$ cat config.mk
export PLATFORM = sky130hd
export DESIGN_NAME = i2c_target_regs
export DESIGN_NICKNAME = d
export VERILOG_FILES = /design/src/rtl/i2c_pkg.sv /design/src/rtl/i2c_in_filter.sv /design/src/rtl/i2c_target_regs.sv
export SDC_FILE = /design/constraint.sdc
export NUM_CORES = 1
export LEC_CHECK = 0
export ABC_AREA = 1
export BUFFER_PORTS_ARGS = -buffer_cell sky130_fd_sc_hd__clkbuf_2
export CAP_MARGIN = 5
export CORE_ASPECT_RATIO = 1.4
export CORE_MARGIN = 3
export CORE_UTILIZATION = 33
export CTS_BUF_LIST = sky130_fd_sc_hd__clkbuf_4 sky130_fd_sc_hd__clkbuf_8 sky130_fd_sc_hd__clkbuf_16
export CTS_CLUSTER_DIAMETER = 100
export DETAILED_ROUTE_END_ITERATION = 8
export PLACE_DENSITY = 0.59
export REMOVE_ABC_BUFFERS = 1
export SYNTH_ARGS = -nofsm -noshare
export SYNTH_HDL_FRONTEND = slang
export SYNTH_SLANG_ARGS = --single-unit
$ cat constraint.sdc
create_clock -name sys_clk -period 2.5 [get_ports sys_clk]
set_clock_uncertainty 0.15 [all_clocks]
set_input_delay 0.5 -clock sys_clk [delete_from_list [all_inputs] [get_ports sys_clk]]
set_output_delay 0.5 -clock sys_clk [all_outputs]
set_load 0.005 [all_outputs]
$ cat src/rtl/i2c_pkg.sv
// Shared types for the I2C register target: FSM states, bus-condition codes,
// default device address.
package i2c_pkg;

  typedef enum logic [3:0] {
    ST_IDLE, ST_ADDR, ST_ADDR_ACK, ST_REG, ST_REG_ACK,
    ST_WR_DATA, ST_WR_ACK, ST_RD_DATA, ST_RD_ACK, ST_IGNORE
  } state_e;

  typedef enum logic [1:0] {
    COND_NONE  = 2'd0,
    COND_START = 2'd1,
    COND_STOP  = 2'd2
  } cond_e;

  localparam logic [6:0] DEF_DEV_ADDR = 7'h54;

  // SDA edge while filtered SCL is high is a bus condition, not data.
  function automatic cond_e bus_cond(input logic scl, input logic sda_rise,
                                     input logic sda_fall);
    if (scl && sda_fall) return COND_START;
    if (scl && sda_rise) return COND_STOP;
    return COND_NONE;
  endfunction

endpackage

$ cat src/rtl/i2c_in_filter.sv
// 2-FF synchroniser plus run-length filter for one open-drain bus line;
// emits the filtered level and one-cycle rise/fall strobes.
module i2c_in_filter #(
  parameter int FILT_LEN = 3
) (
  input  logic sys_clk,
  input  logic sys_rst,
  input  logic din,
  output logic level,
  output logic rise,
  output logic fall
);

  logic                s1, s2;
  logic [FILT_LEN-2:0] hist;
  logic [FILT_LEN-1:0] win;

  assign win = {hist, s2};

  // Bus idles high, so everything resets to 1 to avoid a spurious edge.
  always_ff @(posedge sys_clk) begin
    if (sys_rst) begin
      s1    <= 1'b1;
      s2    <= 1'b1;
      hist  <= '1;
      level <= 1'b1;
      rise  <= 1'b0;
      fall  <= 1'b0;
    end else begin
      s1   <= din;
      s2   <= s1;
      hist <= win[FILT_LEN-2:0];
      rise <= 1'b0;
      fall <= 1'b0;
      if (&win && !level) begin
        level <= 1'b1;
        rise  <= 1'b1;
      end else if (~|win && level) begin
        level <= 1'b0;
        fall  <= 1'b1;
      end
    end
  end

endmodule

$ cat src/rtl/i2c_target_regs.sv
// I2C target exposing a byte-wide register file to the bus controller and,
// through a simple host port, to local logic.
module i2c_target_regs import i2c_pkg::*; #(
  parameter logic [6:0] DEV_ADDR = DEF_DEV_ADDR,
  parameter int         REG_NUM  = 16,
  parameter int         ADDR_W   = 4,
  parameter int         FILT_LEN = 3
) (
  input  logic              sys_clk,
  input  logic              sys_rst,
  input  logic              scl_in,
  input  logic              sda_in,
  output logic              sda_oe,
  input  logic [ADDR_W-1:0] host_addr,
  input  logic              host_we,
  input  logic [7:0]        host_wdata,
  output logic [7:0]        host_rdata,
  output logic              wr_pulse,
  output logic [ADDR_W-1:0] wr_addr,
  output logic [7:0]        wr_data,
  output logic              busy
);

  logic scl_lvl, scl_rise, scl_fall;
  logic sda_lvl, sda_rise, sda_fall;

  i2c_in_filter #(.FILT_LEN(FILT_LEN)) u_scl (
    .sys_clk(sys_clk), .sys_rst(sys_rst), .din(scl_in),
    .level(scl_lvl), .rise(scl_rise), .fall(scl_fall));

  i2c_in_filter #(.FILT_LEN(FILT_LEN)) u_sda (
    .sys_clk(sys_clk), .sys_rst(sys_rst), .din(sda_in),
    .level(sda_lvl), .rise(sda_rise), .fall(sda_fall));

  state_e            state;
  logic [3:0]        bit_cnt;
  logic [7:0]        sh;
  logic [ADDR_W-1:0] ptr;
  logic              rw, ack_phase;
  logic [7:0]        regs [REG_NUM];
  cond_e             cond;
  logic [7:0]        rx_byte;

  assign cond    = bus_cond(scl_lvl, sda_rise, sda_fall);
  assign rx_byte = {sh[6:0], sda_lvl};

  always_ff @(posedge sys_clk) begin
    if (sys_rst) begin
      state      <= ST_IDLE;
      bit_cnt    <= '0;
      sh         <= '0;
      ptr        <= '0;
      rw         <= 1'b0;
      ack_phase  <= 1'b0;
      sda_oe     <= 1'b0;
      busy       <= 1'b0;
      wr_pulse   <= 1'b0;
      wr_addr    <= '0;
      wr_data    <= '0;
      host_rdata <= '0;
      for (int i = 0; i < REG_NUM; i++) regs[i] <= '0;
    end else begin
      wr_pulse   <= 1'b0;
      host_rdata <= regs[host_addr];
      // Bus write below is later in the block, so it wins a same-cycle clash.
      if (host_we) regs[host_addr] <= host_wdata;
      if (cond == COND_START) begin
        state     <= ST_ADDR;
        bit_cnt   <= '0;
        ack_phase <= 1'b0;
        sda_oe    <= 1'b0;
      end else if (cond == COND_STOP) begin
        state     <= ST_IDLE;
        busy      <= 1'b0;
        ack_phase <= 1'b0;
        sda_oe    <= 1'b0;
      end else begin
        unique case (state)
          ST_ADDR, ST_REG, ST_WR_DATA: if (scl_rise) begin
            sh      <= rx_byte;
            bit_cnt <= bit_cnt + 1'b1;
            if (bit_cnt == 4'd7) begin
              bit_cnt <= '0;
              if (state == ST_ADDR) begin
                if (rx_byte[7:1] == DEV_ADDR) begin
                  state <= ST_ADDR_ACK;
                  rw    <= rx_byte[0];
                  busy  <= 1'b1;
                end else begin
                  state <= ST_IGNORE;
                end
              end else if (state == ST_REG) begin
                ptr   <= rx_byte[ADDR_W-1:0];
                state <= ST_REG_ACK;
              end else begin
                regs[ptr] <= rx_byte;
                wr_pulse  <= 1'b1;
                wr_addr   <= ptr;
                wr_data   <= rx_byte;
                ptr       <= ptr + 1'b1;
                state     <= ST_WR_ACK;
              end
            end
          end
          ST_ADDR_ACK, ST_REG_ACK, ST_WR_ACK: if (scl_fall) begin
            ack_phase <= ~ack_phase;
            if (!ack_phase) begin
              sda_oe <= 1'b1;
            end else if (state == ST_ADDR_ACK && rw) begin
              // First read bit must already be on the bus at this fall.
              state  <= ST_RD_DATA;
              sda_oe <= ~regs[ptr][7];
              sh     <= {regs[ptr][6:0], 1'b0};
            end else begin
              sda_oe <= 1'b0;
              state  <= (state == ST_ADDR_ACK) ? ST_REG : ST_WR_DATA;
            end
          end
          ST_RD_DATA: begin
            if (scl_rise) bit_cnt <= bit_cnt + 1'b1;
            if (scl_fall) begin
              if (bit_cnt == 4'd8) begin
                sda_oe  <= 1'b0;
                bit_cnt <= '0;
                ptr     <= ptr + 1'b1;
                state   <= ST_RD_ACK;
              end else begin
                sda_oe <= ~sh[7];
                sh     <= {sh[6:0], 1'b0};
              end
            end
          end
          ST_RD_ACK: if (scl_rise) begin
            if (!sda_lvl) begin
              sh    <= regs[ptr];
              state <= ST_RD_DATA;
            end else begin
              state <= ST_IGNORE;
            end
          end
          default: ;
        endcase
      end
    end
  end

endmodule
# --- After elaboration in Yosys (flattened, before gate mapping) ---
# Memory sizes are Yosys's and may differ from the RTL's. A register that Yosys moved wholly into a read port is not among the register bits.
# Cells that the tools add are included.
word_totals:
  ff_bits: 51
  ramBits: 128
  elab_cells: 190
  memories: 1
memory_table:
  columns: ["memory", "depth", "word_bits", "rd", "rd_ports_with_merged_regs", "write_ports", "line_no", "rtl"]
  rows:
  - ["regs", 16, 8, 2, 2, 16, "i2c_target_regs.sv:40", "logic [7:0] regs [REG_NUM];"]
op_classes:
  add_sub_neg: 2
  n_eq_ne: 31
  muxes: 83
  bitwise_logic: 7
  n_reduce_logical: 42
ops:
  columns: ["cell", "n"]
  rows:
  - ["4-bit 2-to-1 mux", 25]
  - ["8-bit 2-to-1 mux", 10]
  - ["1-bit 2-to-1 mux", 36]
  - ["8-bit one-hot mux with 4 select lines", 1]
  - ["8-bit AND reduction", 3]
  - ["4-bit by 3-bit equality test with 1-bit output (second input constant)", 5]
  - ["4-bit by 3-bit != test with 1-bit output (second input constant)", 4]
  - ["4-bit one-hot mux with 2 select lines", 2]
  - ["4-bit one-hot mux with 4 select lines", 1]
  - ["8-bit OR reduction", 2]
  - ["3-bit OR reduction", 5]
  - ["2-bit != test (second input constant)", 7]
  - ["7-bit AND reduction", 2]
  - ["2-bit nonzero test", 7]
  - ["4-bit != test (second input constant)", 3]
  - ["3-bit AND reduction", 4]
  - ["11-bit AND reduction", 1]
  - ["2-bit 2-to-1 mux", 5]
  - ["4-bit by 1-bit adder with 4-bit output (second input constant)", 2]
  - ["4-bit by 2-bit equality test with 1-bit output (second input constant)", 2]
  - ["4-bit equality test (second input constant)", 2]
  - ["2-bit by 1-bit != test with 1-bit output (second input constant)", 4]
  - ["7-bit equality test (second input constant)", 1]
  - ["1-bit logical AND", 7]
  - ["other kinds (12)", 24]

# --- Longest topological paths before layout ---
# Gate-level depths: netlist of run 1.
depth:
  word_depth: 12
  ltp_mapped: 13

# --- By module ---
# A second synthesis of run 1 with hierarchy kept.
hier_totals:
  hier_cells: 1382
  area_unflattened_um2: 10933.0
modules_own_cells:
  columns: ["mod", "n_inst", "cells_each", "area_per_inst_um2", "seq_area_each_um2"]
  rows:
  - ["i2c_target_regs", 1, 1330, 10485.1, 4824.6]
  - ["i2c_in_filter", 2, 26, 224.0, 140.1]

# --- Worst setup path after synthesis of run 1 ---
# Ideal clock, no wire load.
synth_path:
  path_kind: "reg-to-reg"
  from: "reg bit_cnt[1]"
  to: "mem regs[1][0], enable pin"
  setup_time_ns: 0.337
  arrival_time_ns: 1.921
  t_required_ns: 2.013
  path_slack_ns: 0.092
  path_stages_with_launch: 9
  n_path_buf: 1
  synth_period_minus_slack_ns: 2.408
  cell_sequence: "dfxtp_1 ha_1 nand2_1 nor2_2 nand4_4 nor3_4 nand3_4 buf_6 nand3_1"
synth_rtl:
  columns: ["element", "line_no", "rtl"]
  rows:
  - ["start: declaration", "i2c_target_regs.sv:36", "logic [3:0] bit_cnt;"]
  - ["start signal: assignment", "i2c_target_regs.sv:81", "bit_cnt <= bit_cnt + 1'b1;"]
  - ["start signal: assignment", "i2c_target_regs.sv:120", "if (scl_rise) bit_cnt <= bit_cnt + 1'b1;"]
  - ["end: declaration", "i2c_target_regs.sv:40", null]

==> results of run 1 <==
[power breakdown]
| part | internal [mW] | total [mW] | switching, mW | leakage (nW) |
|---|---|---|---|---|
| sequential | 3.56 | 3.76 | 0.194 | 1.73 |
| clock | 1.43 | 2.82 | 1.39 | 0.291 |
| combinational | 0.624 | 2.13 | 1.51 | 4.03 |
| total | 5.62 | 8.71 | 3.09 | 6.05 |
[layer usage]
metal | wire length [µm] | up-vias
li1 | - | 5522
met1 | 16200 | 5376
met2 | 22600 | 644
met3 | 3430 | 212
met4 | 3870 | 0
met5 | 0 | -
[kinds of logic (layout without fill, tap and decap cells)]
group | count (synthesis) | after routing | share of synthesized area
simple gates | 1044 | 1044 | 0.373
buf+inv | 225 | 305 | 0.0742
flops | 191 | 191 | 0.437
compound gates | 186 | 186 | 0.108
fa+ha+maj | 6 | 6 | 0.00643
xor+xnor | 2 | 2 | 0.00150
[through the flow]
step           power [mW]  cells  hold slack, ps
6_report             8.71   2185            70.8
5_1_grt              9.03   2185            71.8
4_1_cts              8.68   2184            45.0
3_5_place_dp         5.89   2152             243
3_3_place_gp         5.89   2152             244
2_1_floorplan        4.94   1567             239
[cells in the final DEF (no fill, tap or decap), types with 5 or more instances in the layout]
master,count
nand2_1,648
nor2_1,197
inv_1,137
nand3_1,133
edfxtp_1,128
buf_4,91
o211ai_1,62
dfxtp_1,62
clkbuf_2,39
o21ai_0,34
a22oi_1,33
a21oi_1,31
clkbuf_16,18
nor2_4,17
o221ai_1,10
nand3_2,9
nor3_1,8
o21ai_2,8
nand2_2,7
ha_1,6
nor2_2,5
nand4_1,5
[final timing paths]
kind	from	endpoint	slack, ps	depth (start not counted)
worst min-delay path	scl_in	u_scl.s1$_SDFF_PP1_	70	2
worst min register to register	u_sda.s1$_SDFF_PP1_	u_sda.s2$_SDFF_PP1_	260	1
worst max register to register	state[0]$_SDFFE_PP0P_	regs[11][7]$_DFFE_PP_	80	9
worst max-delay path	state[0]$_SDFFE_PP0P_	regs[11][7]$_DFFE_PP_	80	9
[sequential cells by signal, indices dropped and copies added (netlist names), 2 cells and up, named ones only]
| signal | flops |
|---|---|
| regs | 128 |
| host_rdata | 8 |
| sh | 8 |
| wr_data | 8 |
| bit_cnt | 4 |
| ptr | 4 |
| state | 4 |
| wr_addr | 4 |
| u_scl.hist | 2 |
| u_sda.hist | 2 |
[final cells by class]
class	instances	area, µm²	area share
Timing Repair Buffer	135	970	0.0717
Clock buffer	20	478	0.0353
Clock inverter	12	114	0.00842
Sequential cell	191	5110	0.378
Tap cell	451	564	0.0417
Inverter	138	518	0.0383
Multi-Input combinational cell	1238	5770	0.427
[what timing repair did]
action	in CTS	in global routing
resized for setup	4	9
endpoints found under the setup margin	40	138
pin swaps	0	2
buffers inserted	0	1
[worst reg2reg max path: cells and delay by family, from the launching register on]
family / cells / cell delay (ps)
flops: 1 / 460
simple gates: 6 / 940
buf+inv: 3 / 600
==> results.cfg, run 1 <==
[global_route]
grt.overflow.total = 0
grt_pass1_vias = 11300
grt_max_degree = 35
gr-usage-met2 = 0.416
antenna_found_initial = 0
met1_usage = 0.274
grt_pass1_wl_mm = 68.7
top_usage_layer = met2
use_met3 = 0.0433
grtUsageTotal = 0.246

[finish]
layout.nets = 1744
n_fill_cell = 3587
drive_above_1_share = 0.131
final_area_mm2 = 0.0135
area_growth_pct = 15.8
final_util = 0.392
diodes = 0

[clock_tree]
clock-sinks = 191
cts_root_buffer = clkbuf_16
htree_levels = 4
cts_tree = yes
clockBufferDepth = 2
cts.reportedPaths.clkPinSlew_ps = 70
cts_hold_buffers = 0
worstSkewPairLatency_ps = 470
cts_buffers = 17

[worst_setup_path]
cpLargestDelayFamily = simple AND/OR/NAND/NOR gates
required_ps = 2530
cpMostUsedCell = buf_4
path_class = reg2reg
end_kind = flip-flop
worst_path_largest_cell_delay_ps = 460
critical_path_buf_inv_count = 3
cp_slowest_cell = dfxtp_1
cp_max_fo = 11
critical_path_arrival_ps = 2450
cp_cell_sequence = nand2_2 -> buf_4 -> nor2_1 -> nand4_1 -> nor4_1 -> buf_4 -> nand3_1 -> nand3_1 -> buf_4
startpoint_type = flip-flop

[placement]
placed_cell_area_mm2 = 0.0129
place.port_buffers = 39
dp_hpwl_mm = 33.7
dp_slack_ps = -22.7
gp_congestion = 1.05

[logic_synthesis]
synth_cell_type_count = 38
yosys.area.top_type = edfxtp_1
ys_top_cells_by_count = 648 x nand2_1, 200 x nor2_1, 142 x nand3_1, 137 x inv_1, 128 x edfxtp_1
synth-edff-count = 128
synth_area_leaders = edfxtp_1 33%, nand2_1 21%, dfxtp_1 11%
netlist.area_leader.share = 0.329
synthFlopType = edfxtp_1
ys_seq_area_frac = 0.437
synth.avg_cell_area_um2 = 7.06
netlist_area_mm2 = 0.0117
yosysMostFrequentCell = nand2_1
async_reset_ff_frac = 0
synth-seq-cells = 191
syn_inst = 1654
yosysWarnings = 0

[timing]
finalCritPeriodShare = 0.969
tns_ps = 0
max_freq_mhz = 413
worstMarginPinSlew_ps = 1060
min_period_ps = 2420
finalMaxSlewViolations = 0
setup_viol = 0
rsz0062_at_grt = no
finalWorstSetupSlack_ps = 77.4
final_hold_viol_count = 0
slew_headroom = 0.292

[run_status]
status = completed

[floorplan]
rows = 80
start_util = 0.338
coreArea_mm2 = 0.0345
die_h_um = 229
io_pins = 40
die_area_mm2 = 0.0377
die_w_um = 165

[detailed_routing]
drt_iter0_drc = 1125
routed_wirelength_mm = 46.1
ant_nets = 0
via_count = 11800
vias_per_cell = 5.38
wl_per_cell_um = 21.1
drc = 0
dr.pass1.iters = 6

[power]
vdd_ir_drop_max_v = 0.000518
powerDensity_mw_per_mm2 = 644
p_leak_nw = 6.05

[job]
drv_cap = 0

[hold_path]
hp-class = in2reg
Note: power is estimated with default switching activity, not from simulation.
==> run 2, diff against run 1 <==
- CORE_UTILIZATION: 33 -> 45
- PLACE_DENSITY: 0.59 -> 0.73
==> results.cfg, run 2 (synthesis gave the netlist of run 1 again) <==
[detailed_routing]
drt_iter0_drc = 1387
routed_wirelength_mm = 41.9
wl_per_cell_um = 20.3
dr.pass1.iters = 8
drc = 0
vias_per_cell = 5.71
ant_nets = 0
via_count = 11700

[job]
drv_cap = 0

[global_route]
antenna_found_initial = 0
grtUsageTotal = 0.299
grt_pass1_vias = 11100
grt.overflow.total = 0
grt_max_degree = 56
grt_pass1_wl_mm = 62.8

[worst_setup_path]
cpMostUsedCell = nand2_1
path_class = reg2reg
required_ps = 2550
critical_path_arrival_ps = 2480
cp_cell_sequence = ha_4 -> nand2_2 -> nor2_4 -> nand4_1 -> nor4_4 -> buf_6 -> nand3_1 -> buf_4 -> nand2_1 -> nand2_1
cp_max_fo = 8
end_kind = flip-flop
startpoint_type = flip-flop
cp_slowest_cell = dfxtp_2
worst_path_largest_cell_delay_ps = 370

[power]
p_total_mw = 8.67
p_leak_nw = 6.08
vdd_ir_drop_max_v = 0.000524
switching_share = 0.349
power_frac_comb = 0.252
seq_power_share = 0.427
pwr-share-clk = 0.321
p_switching_mw = 3.03
powerDensity_mw_per_mm2 = 644
p_int_mw = 5.64

[finish]
area_growth_pct = 15.2
final_common_cell = nand2_1
regArea_mm2 = 0.00511
regMostFlops = regs
final_cell_mix = 647 x nand2_1, 196 x nor2_1, 137 x inv_1
final_util = 0.528
multiInputGateArea_mm2 = 0.00584
layout.nets = 1748
diodes = 0
drive_above_1_share = 0.138
n_fill_cell = 2347
largest_reg_flops = 128

[clock_tree]
cts_hold_buffers = 0
cts.reportedPaths.clkPinSlew_ps = 70
cts_root_buffer = clkbuf_16
htree_levels = 4
clock-sinks = 191
clockBufferDepth = 2
cts_tree = yes
worstSkewPairLatency_ps = 460
cts_buffers = 17

[run_status]
status = completed

[timing]
slew_headroom = 0.542
worstMarginPinSlew_ps = 684
hold_slack_ps = 74.0
final_hold_viol_count = 0
tns_ps = 0
finalWorstSetupSlack_ps = 72.0
finalCritPeriodShare = 0.971
setup_viol = 0
max_freq_mhz = 412
finalMaxSlewViolations = 0
min_period_ps = 2430

[placement]
place.port_buffers = 39
dp_hpwl_mm = 29.4
gp_congestion = 1.02
dp_slack_ps = -52.3

[floorplan]
coreArea_mm2 = 0.0255
io_pins = 40
die_area_mm2 = 0.0280
die_w_um = 142
rows = 69
start_util = 0.459
die_h_um = 197

[hold_path]
hp-class = in2reg
run 2: cell count changes in the layout (fill, tap and decap cells not counted), sizes merged:
cell / previous run / this run
clkbuf: 59 / 60
clkinv: 4 / 3
buf: 96 / 100
run 2: cell type report:
cell class              count  area share
clock inverters            11     0.00818
flip-flops and latches    191       0.380
well taps                 319      0.0297
clock buffers              21      0.0366
inverters                 138      0.0385
multi-input cells        1238       0.434
repair buffers            139      0.0735
run 2: final timing paths:
path	startpoint	slack, ps	depth (start not counted)	end
worst max-delay path	bit_cnt[1]$_SDFFE_PP0P_	70	10	regs[5][6]$_DFFE_PP_
worst min register to register	u_sda.s1$_SDFF_PP1_	260	1	u_sda.s2$_SDFF_PP1_
worst max register to register	bit_cnt[1]$_SDFFE_PP0P_	70	10	regs[5][6]$_DFFE_PP_
worst min-delay path	sda_in	70	2	u_sda.s1$_SDFF_PP1_
run 2: layer usage:
metal / vias to the layer above / part of all wire / track usage
met2: 684 / 0.49 / 0.502
li1: 5533 / - / -
met1: 5333 / 0.35 / 0.341
met4: 0 / 0.077 / 0.215
met3: 192 / 0.086 / 0.0483
met5: - / 0 / 0
run 2: power by group through the flow:
| stage | Clock, mW | Sequential [mW] | Combinational, mW |
|---|---|---|---|
| after floorplan | 0 | 3.84 | 1.11 |
| after global placement | 0 | 3.76 | 2.07 |
| after detailed placement | 0 | 3.77 | 2.09 |
| after CTS | 2.80 | 3.70 | 2.10 |
| after global routing | 2.93 | 3.72 | 2.35 |
| final | 2.78 | 3.71 | 2.18 |
run 2: metrics by stage:
stage,cell area (µm²),instances
after floorplan,11300,1567
after global placement,12700,2020
after detailed placement,12700,2020
after CTS,13300,2052
after global routing,13500,2057
final,13500,2057
run 2: repair_timing:
item | 4_1_cts | 5_1_grt
cloned | 0 | 1
endpoints found under the setup margin | 24 | 210
pin swaps | 0 | 6
buffers inserted | 0 | 4
endpoints found under the hold margin | 0 | 0
resized for setup | 1 | 27
run 2: worst max-delay path, delay by kind of cell (launching register included):
kind                     cells  cell delay (ps)
AND/OR/NAND/NOR              7             1070
buffers and inverters        2              450
flip-flops                   1              370
adder cells (fa/ha/maj)      1              140
==> run 3, diff against run 2 <==
- PLACE_DENSITY: 0.73 -> not set
==> results.cfg, run 3 (synthesis gave the netlist of run 1 again) <==
[run_status]
status = completed

[worst_setup_path]
required_ps = 2670
critical_path_arrival_ps = 2520
cp_slowest_cell = dfxtp_2
cpMostUsedCell = nand2_1
worst_path_largest_cell_delay_ps = 350
cpLargestDelayFamily = simple AND/OR/NAND/NOR gates
end_kind = flip-flop
critical_path_buf_inv_count = 2
cp_cell_sequence = ha_1 -> nand2_1 -> nor2_4 -> nand4_4 -> buf_4 -> nor3_4 -> buf_6 -> nand2_8 -> nor2_4 -> nand2_1 -> nand2_1
cp_max_fo = 8
startpoint_type = flip-flop
path_class = reg2reg

[hold_path]
hp-class = in2reg

[detailed_routing]
wl_per_cell_um = 20.5
drt_iter0_drc = 1116
vias_per_cell = 5.53
drc = 0
dr.pass1.iters = 7
routed_wirelength_mm = 42.2
ant_nets = 0
via_count = 11400

[finish]
multiInputGateArea_mm2 = 0.00574
n_fill_cell = 2426
final_util = 0.530
layout.nets = 1751
area_growth_pct = 15.5
diodes = 0
largest_reg_flops = 128
regArea_mm2 = 0.00511
final_common_cell = nand2_1
drive_above_1_share = 0.132
final_cell_mix = 648 x nand2_1, 197 x nor2_1, 141 x nand3_1
regMostFlops = regs

[timing]
rsz0062_at_grt = yes
final_hold_viol_count = 0
finalMaxSlewViolations = 0
max_freq_mhz = 426
slew_headroom = 0.605
setup_viol = 0
finalCritPeriodShare = 0.940
min_period_ps = 2350
finalWorstSetupSlack_ps = 150
worstMarginPinSlew_ps = 593

[clock_tree]
worstSkewPairLatency_ps = 450
cts_hold_buffers = 0
htree_levels = 4
cts_buffers = 17
clock-sinks = 191
cts_root_buffer = clkbuf_16
cts.reportedPaths.clkPinSlew_ps = 70
clockBufferDepth = 2
cts_tree = yes

[power]
powerDensity_mw_per_mm2 = 650
vdd_ir_drop_max_v = 0.000564
p_leak_nw = 6.09

[placement]
place.port_buffers = 39
dp_hpwl_mm = 29.7
dp_slack_ps = 25.5
gp_congestion = 1.00

[job]
drv_cap = 0

[floorplan]
coreArea_mm2 = 0.0255
io_pins = 40
die_area_mm2 = 0.0280
rows = 69
die_w_um = 142
die_h_um = 197
start_util = 0.459

[global_route]
grt_pass1_wl_mm = 63.1
grt_pass1_vias = 10700
grt_max_degree = 54
grt.overflow.total = 0
grtUsageTotal = 0.303
antenna_found_initial = 0
-- run 3: final cells by class --
class | count | share of cell area
clock buffers | 21 | 0.0364
clock inverters | 11 | 0.00863
inverters | 138 | 0.0384
multi-input cells | 1238 | 0.426
flip-flops and latches | 191 | 0.379
well taps | 319 | 0.0296
repair buffers | 142 | 0.0823
-- run 3: timing repair --
item                                    in CTS  in global routing
endpoints found under the setup margin       0                231
buffers inserted                             0                  1
gates resized for setup                      0                  7
-- run 3: where the power goes --
group	total (mW)	internal [mW]	leakage (nW)	switching, mW
Clock	2.85	1.55	0.306	1.30
Combinational	2.19	0.658	4.05	1.54
Sequential	3.73	3.56	1.73	0.161
Total	8.77	5.77	6.09	3.00
-- run 3: path summary, 6_finish.rpt --
path / from / to / slack [ps] / depth (start not counted)
min reg2reg: u_sda.s1$_SDFF_PP1_ / u_sda.s2$_SDFF_PP1_ / 260 / 1
min: scl_in / u_scl.s1$_SDFF_PP1_ / 80 / 2
max reg2reg: bit_cnt[1]$_SDFFE_PP0P_ / regs[5][0]$_DFFE_PP_ / 150 / 11
max: bit_cnt[1]$_SDFFE_PP0P_ / regs[5][0]$_DFFE_PP_ / 150 / 11
-- run 3: routing by layer --
layer / vias up / part of all wire / global-route usage
li1: 5527 / - / -
met1: 5209 / 0.38 / 0.358
met2: 519 / 0.49 / 0.518
met3: 142 / 0.064 / 0.0345
met4: 0 / 0.069 / 0.194
met5: - / 0 / 0
-- run 3: per-stage QoR --
step                power [mW]  setup TNS [ps]  std cells  area (µm²)  hold WS, ps
floorplan                 4.94          -84320       1567       11300          239
global placement          5.92               0       2027       12800          244
detailed placement        5.93               0       2027       12800          246
CTS                       8.73               0       2059       13500         67.4
global route              9.11         -0.0382       2060       13500         66.2
finish                    8.77               0       2060       13500         83.3
